**config.mk**
```make
export PLATFORM = sky130hd
export DESIGN_NAME = fetch_pc_unit
export DESIGN_NICKNAME = d
export VERILOG_FILES = /design/src/rtl/fetch_pkg.sv /design/src/rtl/fetch_resp_buf.sv /design/src/rtl/fetch_pc_unit.sv
export SDC_FILE = /design/constraint.sdc
export NUM_CORES = 1
export LEC_CHECK = 0
export ABC_AREA = 1
export BUFFER_PORTS_ARGS = -buffer_cell sky130_fd_sc_hd__buf_2
export CAP_MARGIN = 20
export CORE_ASPECT_RATIO = 2
export CORE_MARGIN = 2
export CORE_UTILIZATION = 40
export CTS_BUF_LIST = sky130_fd_sc_hd__clkbuf_16
export CTS_CLUSTER_DIAMETER = 100
export CTS_CLUSTER_SIZE = 8
export DETAILED_ROUTE_END_ITERATION = 10
export PLACE_DENSITY = 0.7
export RECOVER_POWER = 50
export SETUP_SLACK_MARGIN = 0.4
export SYNTH_ARGS = -nofsm -noshare
export SYNTH_HDL_FRONTEND = slang
export SYNTH_SLANG_ARGS = --single-unit
```
**constraint.sdc**
```tcl
create_clock -name clk -period 4.7 [get_ports clk]
set_input_delay 0.94 -clock clk [delete_from_list [all_inputs] [get_ports clk]]
set_output_delay 0.94 -clock clk [all_outputs]
set_load 0.1 [all_outputs]
```
**src/rtl/fetch_pkg.sv**
```systemverilog
// ----------------------------------------------------------------------------
// fetch_pkg
//   Shared types and constants for the instruction fetch stage.
//   - fetch_state_t : fetch control states
//   - fetch_slot_t  : {pc, instr} pair as presented to decode
//   - INSTR_BYTES   : PC increment per sequential fetch
//   - RESET_PC_DEF  : default first fetch address after reset
// ----------------------------------------------------------------------------
package fetch_pkg;

  localparam int unsigned PC_W_DEF     = 32;
  localparam int unsigned INSTR_W_DEF  = 32;
  localparam int unsigned INSTR_BYTES  = 4;
  localparam logic [31:0] RESET_PC_DEF = 32'h0000_0000;

  typedef enum logic [2:0] {
    S_RESET,  // one idle cycle after reset release
    S_REQ,    // request presented to instruction memory
    S_WAIT,   // request accepted, waiting for the response strobe
    S_HOLD,   // response parked in the hold buffer, slot still occupied
    S_DRAIN   // redirected while a request was in flight; swallow its response
  } fetch_state_t;

  typedef struct packed {
    logic [PC_W_DEF-1:0]    pc;
    logic [INSTR_W_DEF-1:0] instr;
  } fetch_slot_t;

endpackage

```
**src/rtl/fetch_resp_buf.sv**
```systemverilog
// ----------------------------------------------------------------------------
// fetch_resp_buf
//   One-entry holding buffer for an instruction-memory response that arrived
//   while the decode slot was still occupied (memory has no backpressure).
// Ports
//   clk, rst         : clock, asynchronous active-high reset
//   load_i           : capture pc_i/instr_i, entry becomes valid
//   unload_i         : entry moved out, becomes empty
//   flush_i          : discard entry (redirect); wins over load/unload
//   pc_i, instr_i    : data to capture
//   valid_o          : entry holds data
//   pc_o, instr_o    : held data
// ----------------------------------------------------------------------------
module fetch_resp_buf #(
  parameter int unsigned PC_W    = 32,
  parameter int unsigned INSTR_W = 32
) (
  input  logic               clk,
  input  logic               rst,
  input  logic               load_i,
  input  logic               unload_i,
  input  logic               flush_i,
  input  logic [PC_W-1:0]    pc_i,
  input  logic [INSTR_W-1:0] instr_i,
  output logic               valid_o,
  output logic [PC_W-1:0]    pc_o,
  output logic [INSTR_W-1:0] instr_o
);

  logic               valid_q;
  logic [PC_W-1:0]    pc_q;
  logic [INSTR_W-1:0] instr_q;

  // NOTE: sequential state uses non-blocking assignments so every register
  // samples the pre-edge values of its inputs, independent of block order.
  always_ff @(posedge clk or posedge rst) begin
    if (rst) begin
      valid_q <= 1'b0;
    end else if (flush_i) begin
      valid_q <= 1'b0;
    end else if (load_i) begin
      valid_q <= 1'b1;
    end else if (unload_i) begin
      valid_q <= 1'b0;
    end
  end

  // NOTE: the payload is not reset; it is only observed while valid_q is set,
  // and valid_q is reset, so clearing the data would add reset fan-out for nothing.
  always_ff @(posedge clk) begin
    if (load_i && !flush_i) begin
      pc_q    <= pc_i;
      instr_q <= instr_i;
    end
  end

  assign valid_o = valid_q;
  assign pc_o    = pc_q;
  assign instr_o = instr_q;

endmodule

```
**src/rtl/fetch_pc_unit.sv**
```systemverilog
// ----------------------------------------------------------------------------
// fetch_pc_unit
//   Fetch stage: owns the PC, issues one instruction-memory read at a time,
//   presents the fetched {pc, instr} to decode, and redirects on Branch from
//   the branch calculator, squashing any wrong-path response.
// Parameters
//   RESET_PC : first fetch address after reset
//   PC_W     : PC / address width
//   INSTR_W  : instruction width
// Ports
//   clk, rst        : clock, asynchronous active-high reset
//   Branch, BrPC    : redirect request and target (low two bits ignored)
//   imem_req        : read request valid (decoded from state)
//   imem_addr       : read address (= pc)
//   imem_rdy        : memory accepts the request this cycle
//   imem_rvalid     : one-cycle response strobe, no backpressure
//   imem_rdata      : response data
//   if_valid        : decode slot holds a valid instruction
//   if_pc, if_instr : contents of the decode slot
//   id_ready        : decode consumes the slot when if_valid && id_ready
//   fetch_misalign  : one-cycle pulse after a redirect to a misaligned BrPC
// Configuration
//   FETCH_ALIGN_CHECK_EN : when defined, fetch_misalign reports misaligned
//                          redirect targets; otherwise it is tied low.
// ----------------------------------------------------------------------------
module fetch_pc_unit
  import fetch_pkg::*;
#(
  parameter int unsigned       PC_W     = 32,
  parameter int unsigned       INSTR_W  = 32,
  parameter logic [PC_W-1:0]   RESET_PC = PC_W'(RESET_PC_DEF)
) (
  input  logic               clk,
  input  logic               rst,
  input  logic               Branch,
  input  logic [PC_W-1:0]    BrPC,
  output logic               imem_req,
  output logic [PC_W-1:0]    imem_addr,
  input  logic               imem_rdy,
  input  logic               imem_rvalid,
  input  logic [INSTR_W-1:0] imem_rdata,
  output logic               if_valid,
  output logic [PC_W-1:0]    if_pc,
  output logic [INSTR_W-1:0] if_instr,
  input  logic               id_ready,
  output logic               fetch_misalign
);

  fetch_state_t       state_q, state_d;
  logic [PC_W-1:0]    pc_q, pc_d;
  logic [PC_W-1:0]    req_pc_q, req_pc_d;
  logic               slot_valid_q, slot_valid_d;
  logic [PC_W-1:0]    slot_pc_q, slot_pc_d;
  logic [INSTR_W-1:0] slot_instr_q, slot_instr_d;

  logic               buf_load, buf_unload, buf_flush, buf_valid;
  logic [PC_W-1:0]    buf_pc;
  logic [INSTR_W-1:0] buf_instr;

  logic               slot_free;
  logic               req_in_flight;
  logic [PC_W-1:0]    br_target;

  // The slot can take new data if it is empty or being consumed this cycle.
  assign slot_free = !slot_valid_q || id_ready;
  assign br_target = {BrPC[PC_W-1:2], 2'b00};

  // A redirect must swallow one response if a request has been accepted but
  // its response has not arrived by the end of this cycle.
  assign req_in_flight = ((state_q == S_REQ) && imem_rdy) ||
                         (((state_q == S_WAIT) || (state_q == S_DRAIN)) && !imem_rvalid);

  fetch_resp_buf #(
    .PC_W    (PC_W),
    .INSTR_W (INSTR_W)
  ) u_resp_buf (
    .clk      (clk),
    .rst      (rst),
    .load_i   (buf_load),
    .unload_i (buf_unload),
    .flush_i  (buf_flush),
    .pc_i     (req_pc_q),
    .instr_i  (imem_rdata),
    .valid_o  (buf_valid),
    .pc_o     (buf_pc),
    .instr_o  (buf_instr)
  );

  // NOTE: every signal written here gets a default first, so no path through
  // the case/if structure leaves a value unassigned and no latch is inferred.
  always_comb begin
    state_d      = state_q;
    pc_d         = pc_q;
    req_pc_d     = req_pc_q;
    slot_valid_d = slot_valid_q;
    slot_pc_d    = slot_pc_q;
    slot_instr_d = slot_instr_q;
    buf_load     = 1'b0;
    buf_unload   = 1'b0;
    buf_flush    = 1'b0;

    // Consumption empties the slot unless a reload below overrides it.
    if (slot_valid_q && id_ready) begin
      slot_valid_d = 1'b0;
    end

    case (state_q)
      S_RESET: begin
        state_d = S_REQ;
      end
      S_REQ: begin
        if (imem_rdy) begin
          req_pc_d = pc_q;
          pc_d     = pc_q + PC_W'(INSTR_BYTES);
          state_d  = S_WAIT;
        end
      end
      S_WAIT: begin
        if (imem_rvalid) begin
          if (slot_free) begin
            slot_valid_d = 1'b1;
            slot_pc_d    = req_pc_q;
            slot_instr_d = imem_rdata;
            state_d      = S_REQ;
          end else begin
            buf_load = 1'b1;
            state_d  = S_HOLD;
          end
        end
      end
      S_HOLD: begin
        if (slot_free && buf_valid) begin
          slot_valid_d = 1'b1;
          slot_pc_d    = buf_pc;
          slot_instr_d = buf_instr;
          buf_unload   = 1'b1;
          state_d      = S_REQ;
        end
      end
      S_DRAIN: begin
        if (imem_rvalid) begin
          state_d = S_REQ;
        end
      end
      default: begin
        state_d = S_RESET;
      end
    endcase

    // Redirect overrides everything: any response this cycle is dropped and
    // both the slot and the hold buffer are invalidated.
    if (Branch) begin
      pc_d         = br_target;
      slot_valid_d = 1'b0;
      buf_load     = 1'b0;
      buf_unload   = 1'b0;
      buf_flush    = 1'b1;
      state_d      = req_in_flight ? S_DRAIN : S_REQ;
    end
  end

  always_ff @(posedge clk or posedge rst) begin
    if (rst) begin
      state_q      <= S_RESET;
      pc_q         <= RESET_PC;
      req_pc_q     <= RESET_PC;
      slot_valid_q <= 1'b0;
      slot_pc_q    <= '0;
      slot_instr_q <= '0;
    end else begin
      state_q      <= state_d;
      pc_q         <= pc_d;
      req_pc_q     <= req_pc_d;
      slot_valid_q <= slot_valid_d;
      slot_pc_q    <= slot_pc_d;
      slot_instr_q <= slot_instr_d;
    end
  end

`ifdef FETCH_ALIGN_CHECK_EN
  logic misalign_q;

  always_ff @(posedge clk or posedge rst) begin
    if (rst) begin
      misalign_q <= 1'b0;
    end else begin
      misalign_q <= Branch && (BrPC[1:0] != 2'b00);
    end
  end

  assign fetch_misalign = misalign_q;
`else
  // Low target bits are simply dropped when the check is not built in.
  logic unused_brpc_lsbs;
  assign unused_brpc_lsbs = ^BrPC[1:0];
  assign fetch_misalign   = 1'b0;
`endif

  assign imem_req  = (state_q == S_REQ);
  assign imem_addr = pc_q;
  assign if_valid  = slot_valid_q;
  assign if_pc     = slot_pc_q;
  assign if_instr  = slot_instr_q;

endmodule

```
### Word-level counts from Yosys, hierarchy flattened

Cells that the tools add are included.

* multiplexer cells: 36
* magnitude comparators: 0
* shift-type cells: 0
* $mul: 0
* div/mod/pow operators: 0
* reduce and logical (&&, ||, !) cells: 20
* equality and inequality tests: 11
* $add $sub $neg: 1
* bitwise logic cells: 0

Operators with widths (count)
* 32-bit 2-to-1 mux: 9
* 32-bit one-hot mux with 2 select lines: 2
* 32-bit by 3-bit adder with 32-bit output (second input constant): 1
* 3-bit 2-to-1 mux: 6
* 1-bit 2-to-1 mux: 16
* 3-bit one-hot mux with 5 select lines: 1
* 3-bit inequality test (second input constant): 3
* 4-bit AND reduction: 2
* 3-bit by 2-bit equality test with 1-bit output (second input constant): 2
* 2-bit inequality test (second input constant): 3
* 2-bit nonzero test: 3
* 1-bit logical AND: 5
* 2-bit AND reduction: 2
* 3-bit by 1-bit equality test with 1-bit output (second input constant): 1
* 3-bit equality test (second input constant): 1
* 1-bit logical NOT: 3
* 3-bit logical NOT: 1
* 1-bit logical OR: 3
* 3-bit by 2-bit inequality test with 1-bit output (second input constant): 1
* 3-bit nonzero test: 1
* 2-bit 2-to-1 mux: 1
* 1-bit one-hot mux with 2 select lines: 1

* input port bits: 70
* output and inout port bits: 99
* bits in writable memories: 0
* word-level logic and storage cells: 77
* memories kept: 0
* register bits after elaboration: 197
* latch bits: 0
* ROM bits: 0

### Depth between registers and ports, before layout

Gate-level depths: netlist of run 1.

* depth in word-level cells: 9
* depth in mapped cells: 10
* gate-level depth less buffers: 9

### By module

A second synthesis of run 1 with hierarchy kept.

* cell total of the unflattened synthesis: 1048
* area total of the unflattened synthesis: 9101.2 um^2

By module, submodules not included
* fetch_pc_unit: cells each 976, times used 1, area an instance 7126.8 um^2, sequential area each 3203.1 um^2
* fetch_resp_buf: cells each 72, times used 1, area an instance 1974.4 um^2, sequential area each 1946.9 um^2

### Worst setup path before layout of run 1

Ideal clock, no wire load.

* kind: register -> register
* from: register slot_valid_q, in the netlist if_valid
* to: register u_resp_buf.instr_q[0], in the netlist u_resp_buf.instr_o[0] (enable)
* required time: 4.284 ns
* arrival: 2.743 ns
* clock period less this slack: 3.159 ns
* setup time: 0.416 ns
* setup slack: 1.541 ns
* stages on the path, launching flop included: 7
* buffers on the path: 0
* path through: dfrtp_1 inv_1 nor2_2 inv_1 nor2_1 nand3_1 inv_1

* cells in the longest elaborated chain, start to end: 7

Ends and longest elaborated chain
* from (decl): RTL line fetch_pc_unit.sv:52 `logic slot_valid_q, slot_valid_d;`
* from (signal assigned): RTL line fetch_pc_unit.sv:174 `slot_valid_q <= slot_valid_d;`
* 1-bit logical NOT: RTL line fetch_pc_unit.sv:65 `assign slot_free = !slot_valid_q || id_ready;`
* 1-bit logical OR: RTL line fetch_pc_unit.sv:65
* 1-bit 2-to-1 mux: RTL line fetch_pc_unit.sv:120 `if (slot_free) begin`
* 1-bit 2-to-1 mux: RTL line fetch_pc_unit.sv:119 `if (imem_rvalid) begin`
* 1-bit 2-to-1 mux: RTL line fetch_pc_unit.sv:107 `case (state_q)`
* 1-bit 2-to-1 mux: RTL line fetch_pc_unit.sv:152 `if (Branch) begin`
* 1-bit logical AND: RTL line fetch_resp_buf.sv:51 `if (load_i && !flush_i) begin`
* to (signal assigned): RTL line fetch_resp_buf.sv:53 `instr_q <= instr_i;`
* to (decl): RTL line fetch_resp_buf.sv:32 `logic [INSTR_W-1:0] instr_q;`

Every way passes these cells.
A chain may end at the register's enable or synchronous reset.

### Worst setup path after layout of run 1

* from: input port Branch
* to: register u_resp_buf.pc_q[23], in the netlist u_resp_buf.pc_o[23] (enable)

* cells in the longest elaborated chain, start to end: 3
* elaborated cells between the ends (all ways): 4
* classes of those cells: 2 x mux; 2 x reduce/logical

Ends and longest elaborated chain
* from (decl): RTL line fetch_pc_unit.sv:35 `input logic Branch,`
* 1-bit 2-to-1 mux: RTL line fetch_pc_unit.sv:152
* 1-bit logical NOT: RTL line fetch_resp_buf.sv:51
* 1-bit logical AND (*): RTL line fetch_resp_buf.sv:51
* to (signal assigned): RTL line fetch_resp_buf.sv:52 `pc_q <= pc_i;`
* to (decl): RTL line fetch_resp_buf.sv:31 `logic [PC_W-1:0] pc_q;`

Every way passes the cells marked *; elsewhere a longest branch is shown, timed or not.

==> results of run 1 <==
synth_stat cells:
master      n  area share (%)
conb_1      1           0.042
xor2_1      2            0.19
inv_1     118             4.9
nor2_2      5            0.35
o21ai_1     4            0.22
clkbuf_1    6            0.25
edfxtp_1   62              21
buf_1       1           0.042
buf_6       2            0.25
inv_2       2           0.083
buf_4       5            0.42
o31ai_1     1           0.083
nor2_4      1            0.12
buf_2      26             1.4
ha_1        1            0.14
a31oi_1     1           0.069
dfrtp_1   127              35
o21ai_2    58             5.6
nand3_1    55             3.1
o21ai_0    49             2.7
o211ai_1    4            0.33
nor2_1     42             1.7
and2_1      3            0.21
nand3b_1    1           0.083
o21ai_4     1            0.18
nand2_1   394              16
xnor2_1     4            0.39
nand2_2    55             3.8
buf_8       5            0.83
stage by stage:
stage               hold WS, ps  utilization (%)  worst slack (ps)
CTS                       474.8            47.77              2078
global route              485.1            47.57              1058
floorplan                 447.3                -              1541
detailed placement        458.8            44.97              1626
finish                    474.4            47.57              1326
global placement          458.9            44.97              1646
sequential cells by signal (all words and copies together), names as in the netlist:
name,cells
if_instr,32
u_resp_buf.instr_o,32
if_pc,30
imem_addr,30
req_pc_q,30
u_resp_buf.pc_o,30
state_q,3
if_valid,1
u_resp_buf.valid_o,1
logic make-up (layout without fill, tap and decap cells):
logic type      after synthesis  count (layout)  share of synthesized area, %
compound gates              118             118                         9.250
xor+xnor                      6               6                        0.5833
fa+ha+maj                     1               1                        0.1389
buf+inv                     165             320                         8.236
flops                       189             189                         55.94
other cells                   1               5                       0.04163
simple gates                556             556                         25.81
worst register-to-register path, delay by kind of cell, from the launching register on:
| kind | cells | cell delay [ps] |
|---|---|---|
| compound gates | 1 | 100 |
| flops | 1 | 390 |
| simple gates | 4 | 780 |
| buf+inv | 3 | 1850 |
area by class of cell:
| class | instances | area, µm² | share of cell area [%] |
|---|---|---|---|
| multi-input combinational | 686 | 3247 | 30.80 |
| sequential | 189 | 5040 | 47.82 |
| timing repair buffer | 168 | 835.8 | 7.930 |
| tap | 276 | 345.3 | 3.276 |
| inverter | 120 | 451.7 | 4.285 |
| clock buffer | 17 | 425.4 | 4.036 |
| clock inverter | 15 | 195.2 | 1.852 |
layer usage:
| layer | global-route usage (%) | part of all wire (%) |
|---|---|---|
| met1 | 20.67 | 40 |
| met2 | 31.29 | 53 |
| met3 | 3.218 | 4.1 |
| met4 | 8.458 | 3.0 |
| met5 | 0 | 0 |
worst min-delay path by stage:
stage	cells after the start	slack [ps]	startpoint	to
6_report	0	470	req_pc_q[4]	u_resp_buf.pc_o[4]
5_1_grt	0	490	req_pc_q[4]	u_resp_buf.pc_o[4]
4_1_cts	0	470	req_pc_q[4]	u_resp_buf.pc_o[4]
3_5_place_dp	0	460	req_pc_q[27]	u_resp_buf.pc_o[27]
3_3_place_gp	0	460	req_pc_q[14]	u_resp_buf.pc_o[14]
2_1_floorplan	0	450	req_pc_q[10]	u_resp_buf.pc_o[10]
==> impl_results.md, run 1 <==
* Run status: complete, but fails checks
* Failing checks: max-capacitance violations, max-slew violations
* Fin cells at 1471
* F_max at 296.4 MHz
* Layout cell share with drive strength beyond 1 at 23.10%
* Fin area at 0.01054 mm²
* Crit path capture: u_resp_buf.pc_o[23]
* R2r setup slk at 1450 ps
* Dpl cells at 1438
* Slew HR at -45.48%
* Reg2Reg Launch Point: state_q[2]
* Crit path time final at 3374 ps
* Nature of the critical path endpoint: register
* Most frequent cells in the layout: 394 x nand2_1, 127 x dfrtp_1, 116 x inv_1, 116 x buf_2, 62 x edfxtp_1
* DPL Wire Length at 14190 µm
* DRT Wirelength at 20270 µm
* CTS Sinks at 189
* Area Overhead vs Synth at 17.00%
* Worst r2r path cells at 8
* Post-CTS Hold Buffers at 0
* Final period util at 71.79%
* TritonCTS buffer count at 17
* Max clock buf depth at 2
* Most common cell after layout, fill and taps aside: nand2_1
* # IOs at 169
* Startpoint Class: primary input
* MaxCap Viol Count at 2
* Worst path required time at 4890 ps
* Setup Buffers After CTS at 0
* Delay-heaviest family, CP: buffers and inverters
* Vias at 6841
* WP depth at 5
* Final Hold Vio Count at 0
* Crit path from: Branch
* Routability congestion estimate at 0.8790
* Seq cells post-synth at 189
* Worst-margin pin slew at 2182 ps
* Synthesized instance count at 1036
* Initial core utilization at 40.65%
* Class of the tightest hold or removal check: reg2reg
* Vias in the first global route at 6712
* Part of the Yosys area used for sequential elements at 55.94%
* WL per Instance at 13.78 µm
* DRC at 0
* Die extent in y at 216.2 µm
* CORE AREA at 0.02216 mm²
* Finish-stage setup viols at 0
* Initial DRC Count at 328
* Post-route ant nets at 0
* Pin count of the biggest net entering global routing at 128
* H-tree Lvls at 4
* Avg Cell Area, Syn at 8.696 µm²
* Crit path DAT at 3560 ps
* Final count of pins violating max slew at 99
* CP bufs+invs at 4
* First-pass GRT wire length at 33110 µm
* First-pass DRT Iterations at 5
* CTS tree: yes
* Setup TNS at 0 ps
* PostCTS Resize Cnt at 0
* Mapped Area at 0.009009 mm²
* WS Path Type: in2reg
* Post-synthesis cell type count at 29
* Critical Path Max Stage Delay at 1220 ps
* Worst Clk Skew at 9.837 ps
* Inserted Diodes at 0
* Die area at 0.02381 mm²
* Initial antenna violation count at 0
* All-Layer GR Usage at 17.90%
* Worst-path fanout max at 38
* Synth Warn # at 0
* Worst R2R End: imem_addr[5]
* Vias/cell at 4.651
* RSZ-0062 raised after global routing: false
* Die width at 110.1 µm
* Fin nets at 1253
* CTS root buf: clkbuf_16
* PortBufs at 161
* Crit path cell chain: clkbuf_1 -> inv_1 -> nand3_1 -> inv_2 -> buf_4
* Crit-path slowest cell: clkbuf_1
* Worst-path clk slew at 70 ps
* Row count at 77
* Clk_lat worst skew at 440 ps
* Filler Cell Count at 2234
* Post-DP Area at 0.009965 mm²
* Global route overflow at 0
Power of run 1 is not shown: default switching activity piles up to over one toggle a cycle in this logic, so the estimate is an artifact.
==> run 2: changes to the inputs <==
PLACE_DENSITY = 0.72   (was 0.7)
clock period = 3.1 ns   (was 4.7 ns; I/O delays follow)
==> run 2 against run 1 <==
Compared with the run above:
- utilization stayed put
- worst hold slack worse by 150 ps
- critical path type is now reg2reg
- sequential share of layout area stayed put
- critical endpoint is now imem_addr[6]
- flip-flop and latch count stayed put
- first-iteration DRC count is 2.7% lower
- routed wire length is 0.18% lower
- die area stayed put
- largest cell class unchanged
- cell area stayed put
- final cell count is 0.20% higher
- the run now ends clean
==> impl_results.md, run 2 (synthesis results as in run 1) <==
* WL per Instance at 13.73 µm
* Crit path capture: imem_addr[6]
* Critical Path Max Stage Delay at 560 ps
* Crit-path slowest cell: nand2_1
* WS Path Type: reg2reg
* Top cell by count, worst path: nand2_1
* DRC at 0
* Nature of the critical path endpoint: register
* Vias/cell at 4.695
* Startpoint Class: register
* DP Worst Slack at 766.5 ps
* Die width at 110.1 µm
* Worst-path fanout max at 17
* Worst-path clk slew at 60 ps
* Fin nets at 1256
* Initial DRC Count at 319
* Crit path cell chain: inv_1 -> nand2_1 -> nor2_1 -> nand2_1 -> nand2_1 -> inv_1 -> nand2_1 -> o211ai_1
* First-pass DRT Iterations at 5
* CP bufs+invs at 2
* RSZ-0062 raised after global routing: false
* Post-route ant nets at 0
* Setup Buffers After CTS at 0
* Worst-margin pin slew at 1490 ps
* # IOs at 169
* Setup TNS at 0 ps
* Class of the tightest hold or removal check: in2async
* DPL Wire Length at 14700 µm
* Crit path DAT at 2760 ps
* Post-CTS Hold Buffers at 0
* Die area at 0.02381 mm²
* Crit path from: state_q[2]
* Final period util at 79.20%
* Initial antenna violation count at 0
* PostCTS Resize Cnt at 0
* Row count at 77
* Vias at 6920
* Routability congestion estimate at 0.8935
* H-tree Lvls at 4
* First-pass GRT wire length at 33040 µm
* Vias in the first global route at 7018
* Slew HR at 0.6447%
* Most common cell after layout, fill and taps aside: nand2_1
* Pin count of the biggest net entering global routing at 73
* CTS root buf: clkbuf_16
* R2r setup slk at 640 ps
* Delay-heaviest family, CP: simple AND/OR/NAND/NOR gates
* MaxCap Viol Count at 0
* Clk_lat worst skew at 440 ps
* Run status: complete, no violations
* Area Overhead vs Synth at 17.00%
* Final WS setup at 644.7 ps
* Crit path time final at 2455 ps
* All-Layer GR Usage at 17.94%
* Final Hold Vio Count at 0
* CTS tree: yes
* Fin area at 0.01054 mm²
* Finish-stage setup viols at 0
* Die extent in y at 216.2 µm
* Worst Clk Skew at 11.21 ps
* Worst R2R End: imem_addr[6]
* Post-DP Area at 0.009991 mm²
* Most frequent cells in the layout: 396 x nand2_1, 127 x dfrtp_1, 124 x buf_2, 118 x inv_1, 62 x edfxtp_1
* Layout cell share with drive strength beyond 1 at 23.79%
* TritonCTS buffer count at 17
* Final core occ at 47.57%
* PortBufs at 161
* CORE AREA at 0.02216 mm²
* CTS Sinks at 189
* WP depth at 8
* Inserted Diodes at 0
* Final count of pins violating max slew at 0
* Global route overflow at 0
* Max clock buf depth at 2
* DRT Wirelength at 20230 µm
* Reg2Reg Launch Point: state_q[2]
* F_max at 407.3 MHz
* Initial core utilization at 40.65%
* Worst r2r path cells at 8
* Worst path required time at 3400 ps
run 2: metrics by stage:
stage               instances  hold slack, ps
floorplan                1040           447.3
global placement         1441           458.2
detailed placement       1441           464.9
CTS                      1473           212.1
global route             1474           346.5
finish                   1474           323.9
run 2: worst min-delay path by stage:
stage	from	to
finish	rst	imem_addr[3]
global placement	req_pc_q[31]	u_resp_buf.pc_o[31]
global route	imem_rdata[4]	u_resp_buf.instr_o[4]
floorplan	req_pc_q[10]	u_resp_buf.pc_o[10]
CTS	rst	if_instr[26]
detailed placement	req_pc_q[14]	u_resp_buf.pc_o[14]
run 2: worst reg2reg max path, delay by kind of cell (launching register included):
| family | cells | cell delay [ps] |
|---|---|---|
| AOI/OAI and AO/OA | 1 | 110 |
| buffers and inverters | 2 | 520 |
| DFF | 1 | 400 |
| and+or+nand+nor | 5 | 1310 |
run 2: routing by layer:
| metal | up-vias | share of wire [%] | GRT usage, % |
|---|---|---|---|
| met5 | - | 0 | 0 |
| met3 | 53 | 4.0 | 3.519 |
| met1 | 3160 | 39 | 19.39 |
| li1 | 3510 | - | - |
| met2 | 197 | 53 | 31.98 |
| met4 | 0 | 4.3 | 9.583 |
run 2: cell type report:
cell class,instances,area [µm²]
multi-input combinational,686,3239
sequential,189,5040
fill,2195,11620
timing repair buffer,171,839.6
inverter,120,455.4
clock buffer,22,550.5
tap,276,345.3
clock inverter,10,70.07
Power of run 2 is left out for the same reason.
